==> src/rtl/ws2812_pkg.sv <==
// Shared WS2812 timing derivations and decoder state encodings, usable by receiver and transmitter.
package ws2812_pkg;

  localparam int CLK_FRE_DFLT      = 27_000_000;
  localparam int WS2812_WIDTH_DFLT = 24;
  localparam int CNT_W             = 16;
  localparam int PIX_W             = 9;

  typedef enum logic [1:0] {
    ST_SYNC = 2'd0,
    ST_IDLE = 2'd1,
    ST_HIGH = 2'd2
  } ws2812_state_e;

  function automatic int cyc_per_us(input int clk_fre);
    return clk_fre / 1_000_000;
  endfunction

  // 0.625 us: midpoint between the nominal 0-code and 1-code high times.
  function automatic int bit_threshold(input int clk_fre);
    return (cyc_per_us(clk_fre) * 5) / 8;
  endfunction

  function automatic int max_high(input int clk_fre);
    return cyc_per_us(clk_fre) * 2;
  endfunction

  function automatic int reset_gap(input int clk_fre);
    return cyc_per_us(clk_fre) * 50;
  endfunction

  function automatic logic [CNT_W-1:0] sat_inc(input logic [CNT_W-1:0] v);
    return (&v) ? v : v + CNT_W'(1);
  endfunction

endpackage

==> src/rtl/ws2812_rx_sync.sv <==
// Two-flop synchronizer for the WS2812 line; optional spike filter under WS2812_RX_GLITCH_FILTER_EN.
module ws2812_rx_sync (
  input  logic clk,
  input  logic rst_n,
  input  logic din,
  output logic line
);

  logic s1_q, s2_q;

  always_ff @(posedge clk) begin
    if (!rst_n) begin
      s1_q <= 1'b0;
      s2_q <= 1'b0;
    end else begin
      s1_q <= din;
      s2_q <= s1_q;
    end
  end

`ifdef WS2812_RX_GLITCH_FILTER_EN
  logic h1_q, line_q, line_d;

  // The line only follows a value the synchronizer has held on consecutive samples.
  always_comb begin
    line_d = line_q;
    if (s2_q == h1_q) line_d = s2_q;
  end

  always_ff @(posedge clk) begin
    if (!rst_n) begin
      h1_q   <= 1'b0;
      line_q <= 1'b0;
    end else begin
      h1_q   <= s2_q;
      line_q <= line_d;
    end
  end

  assign line = line_q;
`else
  assign line = s2_q;
`endif

endmodule

==> src/rtl/ws2812_rx.sv <==
// WS2812 serial receiver: pulse-width bit decode, word assembly, frame/reset-gap detection.
// Build option WS2812_RX_GLITCH_FILTER_EN adds a spike filter in ws2812_rx_sync (+2 cycles latency).
module ws2812_rx
  import ws2812_pkg::*;
#(
  parameter int CLK_FRE       = CLK_FRE_DFLT,
  parameter int WS2812_WIDTH  = WS2812_WIDTH_DFLT,
  parameter int BIT_THRESHOLD = bit_threshold(CLK_FRE),
  parameter int MAX_HIGH      = max_high(CLK_FRE),
  parameter int RESET_GAP     = reset_gap(CLK_FRE)
) (
  input  logic                    clk,
  input  logic                    rst_n,
  input  logic                    din,
  output logic [WS2812_WIDTH-1:0] data,
  output logic                    data_valid,
  output logic                    frame_end,
  output logic [PIX_W-1:0]        pixel_count,
  output logic                    bit_error
);

  localparam int BIT_CW = $clog2(WS2812_WIDTH);

  logic line, line_q, rise, fall, bit_val;
  ws2812_state_e state_q, state_d;
  logic [CNT_W-1:0] low_q, low_d, high_q, high_d, low_inc, high_inc;
  logic [BIT_CW-1:0] bit_q, bit_d;
  logic [WS2812_WIDTH-1:0] shift_q, shift_d, data_q, data_d;
  logic [PIX_W-1:0] pix_q, pix_d;
  logic dv_q, dv_d, fe_q, fe_d, be_q, be_d;

  ws2812_rx_sync u_sync (
    .clk  (clk),
    .rst_n(rst_n),
    .din  (din),
    .line (line)
  );

  assign rise     = line & ~line_q;
  assign fall     = ~line & line_q;
  assign low_inc  = sat_inc(low_q);
  assign high_inc = sat_inc(high_q);
  assign bit_val  = (high_q > CNT_W'(BIT_THRESHOLD));

  always_comb begin
    state_d = state_q;
    low_d   = low_q;
    high_d  = high_q;
    bit_d   = bit_q;
    shift_d = shift_q;
    data_d  = data_q;
    pix_d   = pix_q;
    dv_d    = 1'b0;
    fe_d    = 1'b0;
    be_d    = 1'b0;
    case (state_q)
      ST_SYNC: begin
        if (line) begin
          low_d = '0;
        end else begin
          low_d = low_inc;
          if (low_inc == CNT_W'(RESET_GAP)) state_d = ST_IDLE;
        end
      end
      ST_IDLE: begin
        if (rise) begin
          high_d  = CNT_W'(1);
          state_d = ST_HIGH;
        end else if (!line) begin
          low_d = low_inc;
          // Equality plus the previous-value guard makes this fire once per gap, even when saturated.
          if (low_inc == CNT_W'(RESET_GAP) && low_q != CNT_W'(RESET_GAP)) begin
            if (bit_q != '0) begin
              be_d    = 1'b1;
              fe_d    = 1'b1;
              bit_d   = '0;
              shift_d = '0;
              pix_d   = '0;
            end else if (pix_q != '0) begin
              fe_d  = 1'b1;
              pix_d = '0;
            end
          end
        end
      end
      ST_HIGH: begin
        if (fall) begin
          low_d          = CNT_W'(1);
          state_d        = ST_IDLE;
          shift_d[bit_q] = bit_val;
          if (bit_q == BIT_CW'(WS2812_WIDTH - 1)) begin
            data_d = shift_d;
            dv_d   = 1'b1;
            bit_d  = '0;
            pix_d  = (&pix_q) ? pix_q : pix_q + PIX_W'(1);
          end else begin
            bit_d = bit_q + BIT_CW'(1);
          end
        end else if (high_inc >= CNT_W'(MAX_HIGH)) begin
          be_d    = 1'b1;
          bit_d   = '0;
          shift_d = '0;
          low_d   = '0;
          state_d = ST_SYNC;
        end else begin
          high_d = high_inc;
        end
      end
      default: state_d = ST_SYNC;
    endcase
  end

  always_ff @(posedge clk) begin
    if (!rst_n) begin
      line_q  <= 1'b0;
      state_q <= ST_SYNC;
      low_q   <= '0;
      high_q  <= '0;
      bit_q   <= '0;
      shift_q <= '0;
      data_q  <= '0;
      pix_q   <= '0;
      dv_q    <= 1'b0;
      fe_q    <= 1'b0;
      be_q    <= 1'b0;
    end else begin
      line_q  <= line;
      state_q <= state_d;
      low_q   <= low_d;
      high_q  <= high_d;
      bit_q   <= bit_d;
      shift_q <= shift_d;
      data_q  <= data_d;
      pix_q   <= pix_d;
      dv_q    <= dv_d;
      fe_q    <= fe_d;
      be_q    <= be_d;
    end
  end

  assign data        = data_q;
  assign data_valid  = dv_q;
  assign frame_end   = fe_q;
  assign bit_error   = be_q;
  assign pixel_count = pix_q;

endmodule

==> config.mk <==
export PLATFORM = sky130hd
export DESIGN_NAME = ws2812_rx
export DESIGN_NICKNAME = d
export VERILOG_FILES = /design/src/rtl/ws2812_pkg.sv /design/src/rtl/ws2812_rx_sync.sv /design/src/rtl/ws2812_rx.sv
export SDC_FILE = /design/constraint.sdc
export NUM_CORES = 1
export LEC_CHECK = 0
export BUFFER_PORTS_ARGS = -buffer_cell sky130_fd_sc_hd__buf_2
export CELL_PAD_IN_SITES_DETAIL_PLACEMENT = 1
export CELL_PAD_IN_SITES_GLOBAL_PLACEMENT = 1
export CORE_UTILIZATION = 47
export CTS_BUF_LIST = sky130_fd_sc_hd__clkbuf_4 sky130_fd_sc_hd__clkbuf_8
export DETAILED_ROUTE_END_ITERATION = 7
export PLACE_DENSITY_LB_ADDON = 0.3
export RECOVER_POWER = 50
export SKIP_LAST_GASP = 1
export SLEW_MARGIN = 5
export SYNTH_ARGS = -nofsm -noshare
export SYNTH_HDL_FRONTEND = slang
export SYNTH_SLANG_ARGS = --single-unit
export TNS_END_PERCENT = 5
==> constraint.sdc <==
create_clock -name clk -period 4.5 [get_ports clk]
set_input_delay 0.9 -clock clk [delete_from_list [all_inputs] [get_ports clk]]
set_output_delay 0.9 -clock clk [all_outputs]
set_load 0.02 [all_outputs]
## Word level (Yosys, flattened, before mapping)

Index checks and enable logic that the tools add are counted.

- Register bits after elaboration: 102
- Input port bits: 3

- Order comparisons: 4
- Add/subtract/negate cells: 4
- Equal/unequal tests: 19
- Reduce and logical (&&, ||, !) cells: 18
- Bitwise gates (word level): 7
- Mux-type cells: 55

Operators by type and width:

| operator | count |
|---|---|
| 16-bit two-way mux | 10 |
| 24-bit two-way mux | 6 |
| 9-bit two-way mux | 8 |
| 16-bit one-hot mux with 3 select lines | 1 |
| 24-bit one-hot mux with 2 select lines | 1 |
| 5-bit two-way mux | 7 |
| 16-bit by 1-bit adder with 16-bit output (second input constant) | 2 |
| 16-bit one-hot mux with 2 select lines | 1 |
| 16-bit AND reduction | 2 |
| 24-bit bitwise mux | 1 |
| 2-bit != test (second input constant) | 12 |
| 9-bit one-hot mux with 2 select lines | 1 |
| 16-bit by 11-bit equality test with 1-bit output (second input constant) | 1 |
| 16-bit by 6-bit greater-or-equal comparator with 1-bit output (second input constant) | 1 |
| 16-bit by 5-bit greater-than comparator with 1-bit output (second input constant) | 1 |
| 16-bit by 11-bit != test with 1-bit output (second input constant) | 1 |
| 4-bit AND reduction | 3 |
| 1-bit two-way mux | 10 |
| 2-bit two-way mux | 5 |
| 5-bit one-hot mux with 2 select lines | 1 |
| 9-bit by 1-bit adder with 9-bit output (second input constant) | 1 |
| 9-bit AND reduction | 1 |
| 9-bit nonzero test | 1 |
| 8-bit AND reduction | 1 |
| other kinds (20) | 28 |

## Depth between registers and ports, before layout

- Depth after elaboration: 8
- Gate-level depth with buffers: 13

## Hierarchy

Synthesis repeated with hierarchy kept, for this count alone.

- Cell total of the unflattened synthesis: 725
- Area total of the unflattened synthesis: 5711.7 um^2

By module, submodules not included:

| module | sequential area each (um^2) | cells each | area an instance (um^2) | instances |
|---|---|---|---|---|
| ws2812_rx | 1981.9 | 721 | 5659.2 | 1 |
| ws2812_rx_sync | 40.0 | 4 | 52.6 | 1 |

## Worst setup path after synthesis

No wires, ideal clock.

- Kind: flip-flop to flip-flop
- Start point: register low_q[0]
- End point: register bit_q[4]
- Period minus slack after synthesis: 3.280 ns
- Path buffers: 2
- Required time: 4.383 ns
- Arrival: 3.162 ns
- Library setup time: 0.117 ns
- Path slack: 1.220 ns
- Stages on the path, launching flop included: 12
- Path through: dfxtp_1 > clkbuf_1 > inv_1 > ha_1 > or4_1 > a211oi_1 > o211ai_2 > or4_1 > a21o_1 > buf_6 > or3_1 > a32o_1

- Cells in the longest elaborated chain, start to end: 6
- Elaborated cells on any way between the ends: 8
- Classes of those cells: add/sub (1); eq/ne (3); mux (1); reduce/logical (3)

Ends and longest elaborated chain:

| item | line | source |
|---|---|---|
| start: declaration | ws2812_rx.sv:26 | `logic [CNT_W-1:0] low_q, low_d, high_q, high_d, low_inc, high_inc;` |
| start signal: assignment | ws2812_rx.sv:129 | `low_q <= low_d;` |
| 16-bit by 1-bit adder with 16-bit output / 16-bit AND reduction (equally long branches) | ws2812_pkg.sv:33 | `return (&v) ? v : v + CNT_W'(1);` |
| 16-bit two-way mux | ws2812_pkg.sv:33 |  |
| 16-bit by 11-bit equality test with 1-bit output | ws2812_rx.sv:72 | `if (low_inc == CNT_W'(RESET_GAP) && low_q != CNT_W'(RESET_GAP)) begin` |
| 1-bit logical AND * | ws2812_rx.sv:72 |  |
| 2-bit != test (no line) * | -- |  |
| 6-bit AND reduction (no line) * | -- |  |
| end signal: assignment | ws2812_rx.sv:131 | `bit_q <= bit_d;` |
| end: declaration | ws2812_rx.sv:27 | `logic [BIT_CW-1:0] bit_q, bit_d;` |

Mark *: on every way between the ends. The rest lies on a longest branch, timed or not.
A chain may end at the register's enable or synchronous reset.

## Worst setup path in the final report

- Start point: register low_q[0]
- End point: register shift_q[14]

- Cells in the longest elaborated chain, start to end: 6
- Elaborated cells on any way between the ends: 8
- Classes of those cells: add/sub (1); eq/ne (3); mux (1); reduce/logical (3)

Ends and longest elaborated chain:

| item | line | source |
|---|---|---|
| 16-bit by 1-bit adder with 16-bit output / 16-bit AND reduction (equally long branches) | ws2812_pkg.sv:33 |  |
| 16-bit two-way mux | ws2812_pkg.sv:33 |  |
| 16-bit by 11-bit equality test with 1-bit output | ws2812_rx.sv:72 |  |
| 1-bit logical AND * | ws2812_rx.sv:72 |  |
| 2-bit != test (no line) * | -- |  |
| 6-bit AND reduction (no line) * | -- |  |
| end signal: assignment | ws2812_rx.sv:132 | `shift_q <= shift_d;` |
| end: declaration | ws2812_rx.sv:28 | `logic [WS2812_WIDTH-1:0] shift_q, shift_d, data_q, data_d;` |

Marked as above.

==> flow_metrics.py <==
metrics = {
    "drt": {
        "avgRoutedWirePerCell_um": 18.4,
        "drcViolationCount": 0,
        "first_pass_iters": 4,
        "vias": 5512,
        "drt_iter0_drc": 291,
        "antenna_left": 0,
        "vias_per_cell": 6.17,
        "routed_wl_mm": 16.5,
    },
    "status": {
        "violations": "capacitance limit, slew limit",
        "run_status": "finished with violations",
    },
    "cells_and_area": {
        "diodes": 0,
        "final_util": 0.511,
        "fin_area_um2": 6140,
        "multi_input_area_um2": 3400,
        "syn_to_final_growth_pct": 5.96,
        "seq_area_um2": 2020,
        "drive_gt1_frac": 0.0550,
        "fillers": 1517,
        "layoutNonFillerInstCount": 893,
        "final_nets": 761,
    },
    "worst_setup_path": {
        "setup.worst_path.end_class": "flop",
        "crit_arrival_ps": 4200,
        "r2r-end": "shift_q[14]$_SDFFE_PN0P_",
        "crit_top_cell": "or4_1",
        "cp-start-kind": "flop",
        "cp.buffers_inverters": 1,
        "reg2reg_slack_ps": 590,
        "r2r_start": "low_q[0]$_SDFFE_PN0P_",
        "worstRegToRegCells": 10,
        "crit_family": "simple AND/OR/NAND/NOR gates",
        "setup.worst_path.start": "low_q[0]$_SDFFE_PN0P_",
        "crit_path_cell_trace": "ha_1, nand3_1, or3_1, a211oi_1, o211ai_2, or4_1, a21o_1, buf_4, or4_1, a21oi_1",
        "critPathKind": "reg2reg",
        "crit_path_max_incr_delay_ps": 560,
        "crit_required_ps": 4790,
        "critPathMaxFanout": 52,
        "slowest_stage": "or4_1",
    },
    "placement": {
        "placed_cell_area_um2": 6000,
        "gp_congestion": 0.887,
        "placed_cells": 878,
        "dp_slack_ps": 719,
        "port_buffers": 38,
        "hpwl_mm": 11.5,
    },
    "floorplan": {
        "die_width_um": 113,
        "coreArea_um2": 12000,
        "row_count": 40,
        "start_util": 0.482,
        "ioPinCount": 39,
        "dieArea_um2": 12800,
        "die_y_um": 113,
    },
    "synthesis": {
        "syn_area_per_cell_um2": 7.85,
        "yosys_register_bits": 101,
        "synthCells": 738,
        "syn_area_um2": 5800,
        "synth-main-ff-cell": "dfxtp_1",
        "async_flop_share": 0,
        "seq_area_frac_synth": 0.349,
        "synth_nets": 757,
        "synth_edf_count": 0,
        "netlist-cell-type-count": 71,
        "yosys_warnings": 0,
    },
    "min_path": {
        "holdPathEnd": "u_sync.line$_SDFF_PN0_",
        "min_from": "u_sync.s1_q$_SDFF_PN0_",
        "min_path_type": "reg2reg",
        "hold_depth": 1,
    },
    "clock_tree": {
        "cts_root_buffer": "clkbuf_8",
        "clkSinkCount": 101,
        "cts_htree_levels": 3,
        "cts-resized-gates": 0,
        "cts_hold_buf": 0,
        "tritoncts": "built",
        "path_clk_slew_ps": 90,
        "post-cts-setup-buffers": 0,
        "clk_path_buf_depth": 2,
        "numCtsBuffers": 9,
        "clock_latency_ps": 400,
    },
    "global_routing": {
        "grt_pass1_vias": 5776,
        "grt_max_degree": 65,
        "grt_pass1_wl_mm": 28.2,
        "antenna_found_initial": 0,
        "overflow": 0,
        "grt_usage": 0.273,
    },
    "timing": {
        "fin_crit_ps": 3910,
        "finClkSkew_ps": 12.2,
        "timing.final.crit_share": 0.869,
        "tns_ps": 0,
        "final_hold_viol_count": 0,
        "holdWs_ps": 448,
        "rsz0062_at_grt": "false",
        "worst_slack_ps": 591,
        "fmax_mhz": 256,
        "tightestPinTransition_ps": 2080,
        "slew_headroom": -0.387,
        "maxSlewViolCount": 65,
        "setup_viol": 0,
    },
    "power": {
        "max-vdd-ir-drop_v": 0.000261,
        "powerDensity_nw_per_um2": 298,
        "power_mw": 1.83,
        "p_leak_nw": 1.98,
    },
    "job": {
        "cap_violations": 1,
    },
}
per-layer routing:
metal | GRT usage | share of wire | vias up
li1 | - | - | 2701
met1 | 0.333 | 0.45 | 2696
met2 | 0.480 | 0.50 | 91
met3 | 0.0525 | 0.034 | 24
met4 | 0.0921 | 0.021 | 0
met5 | 0 | 0 | -
synth_stat cells (all sizes together) (7+ instances only):
| library cell | count | share of area |
|---|---|---|
| o21ai | 36 | 0.031 |
| clkbuf | 39 | 0.025 |
| mux2i | 30 | 0.052 |
| o31ai | 8 | 0.010 |
| ha | 16 | 0.035 |
| nand2 | 39 | 0.025 |
| nor3 | 22 | 0.019 |
| buf | 13 | 0.014 |
| a31oi | 8 | 0.0086 |
| inv | 36 | 0.023 |
| nand4 | 18 | 0.023 |
| nor4 | 19 | 0.022 |
| and3 | 8 | 0.0086 |
| a21oi | 63 | 0.054 |
| or4 | 29 | 0.038 |
| dfxtp | 101 | 0.35 |
| nand2b | 7 | 0.0076 |
| nor2 | 108 | 0.070 |
| or3 | 10 | 0.011 |
| nand3 | 28 | 0.025 |
cells in the final DEF, fill, tap and decap left out, drive strengths merged, types with 5 or more instances in the layout:
cell	netlist	routed
o41ai	6	6
inv	36	37
and2	6	6
and3	8	8
nand2b	7	7
or4	29	29
dfxtp	101	101
or3	10	10
o31ai	8	8
nor2b	5	5
a211o	5	5
nand2	39	39
nor4	19	19
a31oi	8	8
o21ai	36	36
nand3	28	28
clkbuf	39	49
nor3	22	22
buf	13	7
xor2	6	6
a21oi	63	63
nor2	108	108
nand4	18	18
mux2i	30	30
o211ai	5	5
ha	16	16
layout make-up:
type,instances,area share
clock buffer,11,0.0236
clock inverter,4,0.00917
inverter,37,0.0226
multi-input combinational,548,0.554
sequential,101,0.329
tap,147,0.0300
timing repair buffer,45,0.0314
report_power, final:
part	switching [mW]	internal, mW	total [mW]
sequential	0.0256	0.907	0.933
clock	0.332	0.280	0.611
combinational	0.202	0.0833	0.285
worst max-delay path by stage:
stage / slack, ps / to / cells after the start
6_report: 590 / shift_q[14]$_SDFFE_PN0P_ / 10
3_3_place_gp: 790 / shift_q[1]$_SDFFE_PN0P_ / 10
5_1_grt: 320 / high_q[1]$_SDFFE_PN0P_ / 4
4_1_cts: 690 / shift_q[14]$_SDFFE_PN0P_ / 10
2_1_floorplan: 1220 / bit_q[4]$_SDFFE_PN0P_ / 11
3_5_place_dp: 720 / shift_q[14]$_SDFFE_PN0P_ / 10
worst reg2reg max path, stage by stage (launching register included):
cell      delay [ps]
dfxtp_1          500
ha_1             380
nand3_1          200
or3_1            480
a211oi_1         310
o211ai_2         180
or4_1            540
a21o_1           210
buf_4            280
or4_1            570
a21oi_1          170
sequential cells by signal (all words and copies together) (netlist names), 2 cells and up:
name / count
shift_q: 23
bit_q: 5
data: 24
state_q: 2
high_q: 16
low_q: 16
pixel_count: 9
cell families (layout without fill, tap and decap cells):
logic type | after synthesis | after routing | share of synthesized area
flops | 101 | 101 | 0.349
compound gates | 181 | 181 | 0.210
buf+inv | 89 | 97 | 0.0633
mux | 30 | 30 | 0.0518
simple gates | 311 | 311 | 0.277
xor+xnor | 10 | 10 | 0.0151
fa+ha+maj | 16 | 16 | 0.0345
No activity file was read; power rests on OpenSTA's default activity.
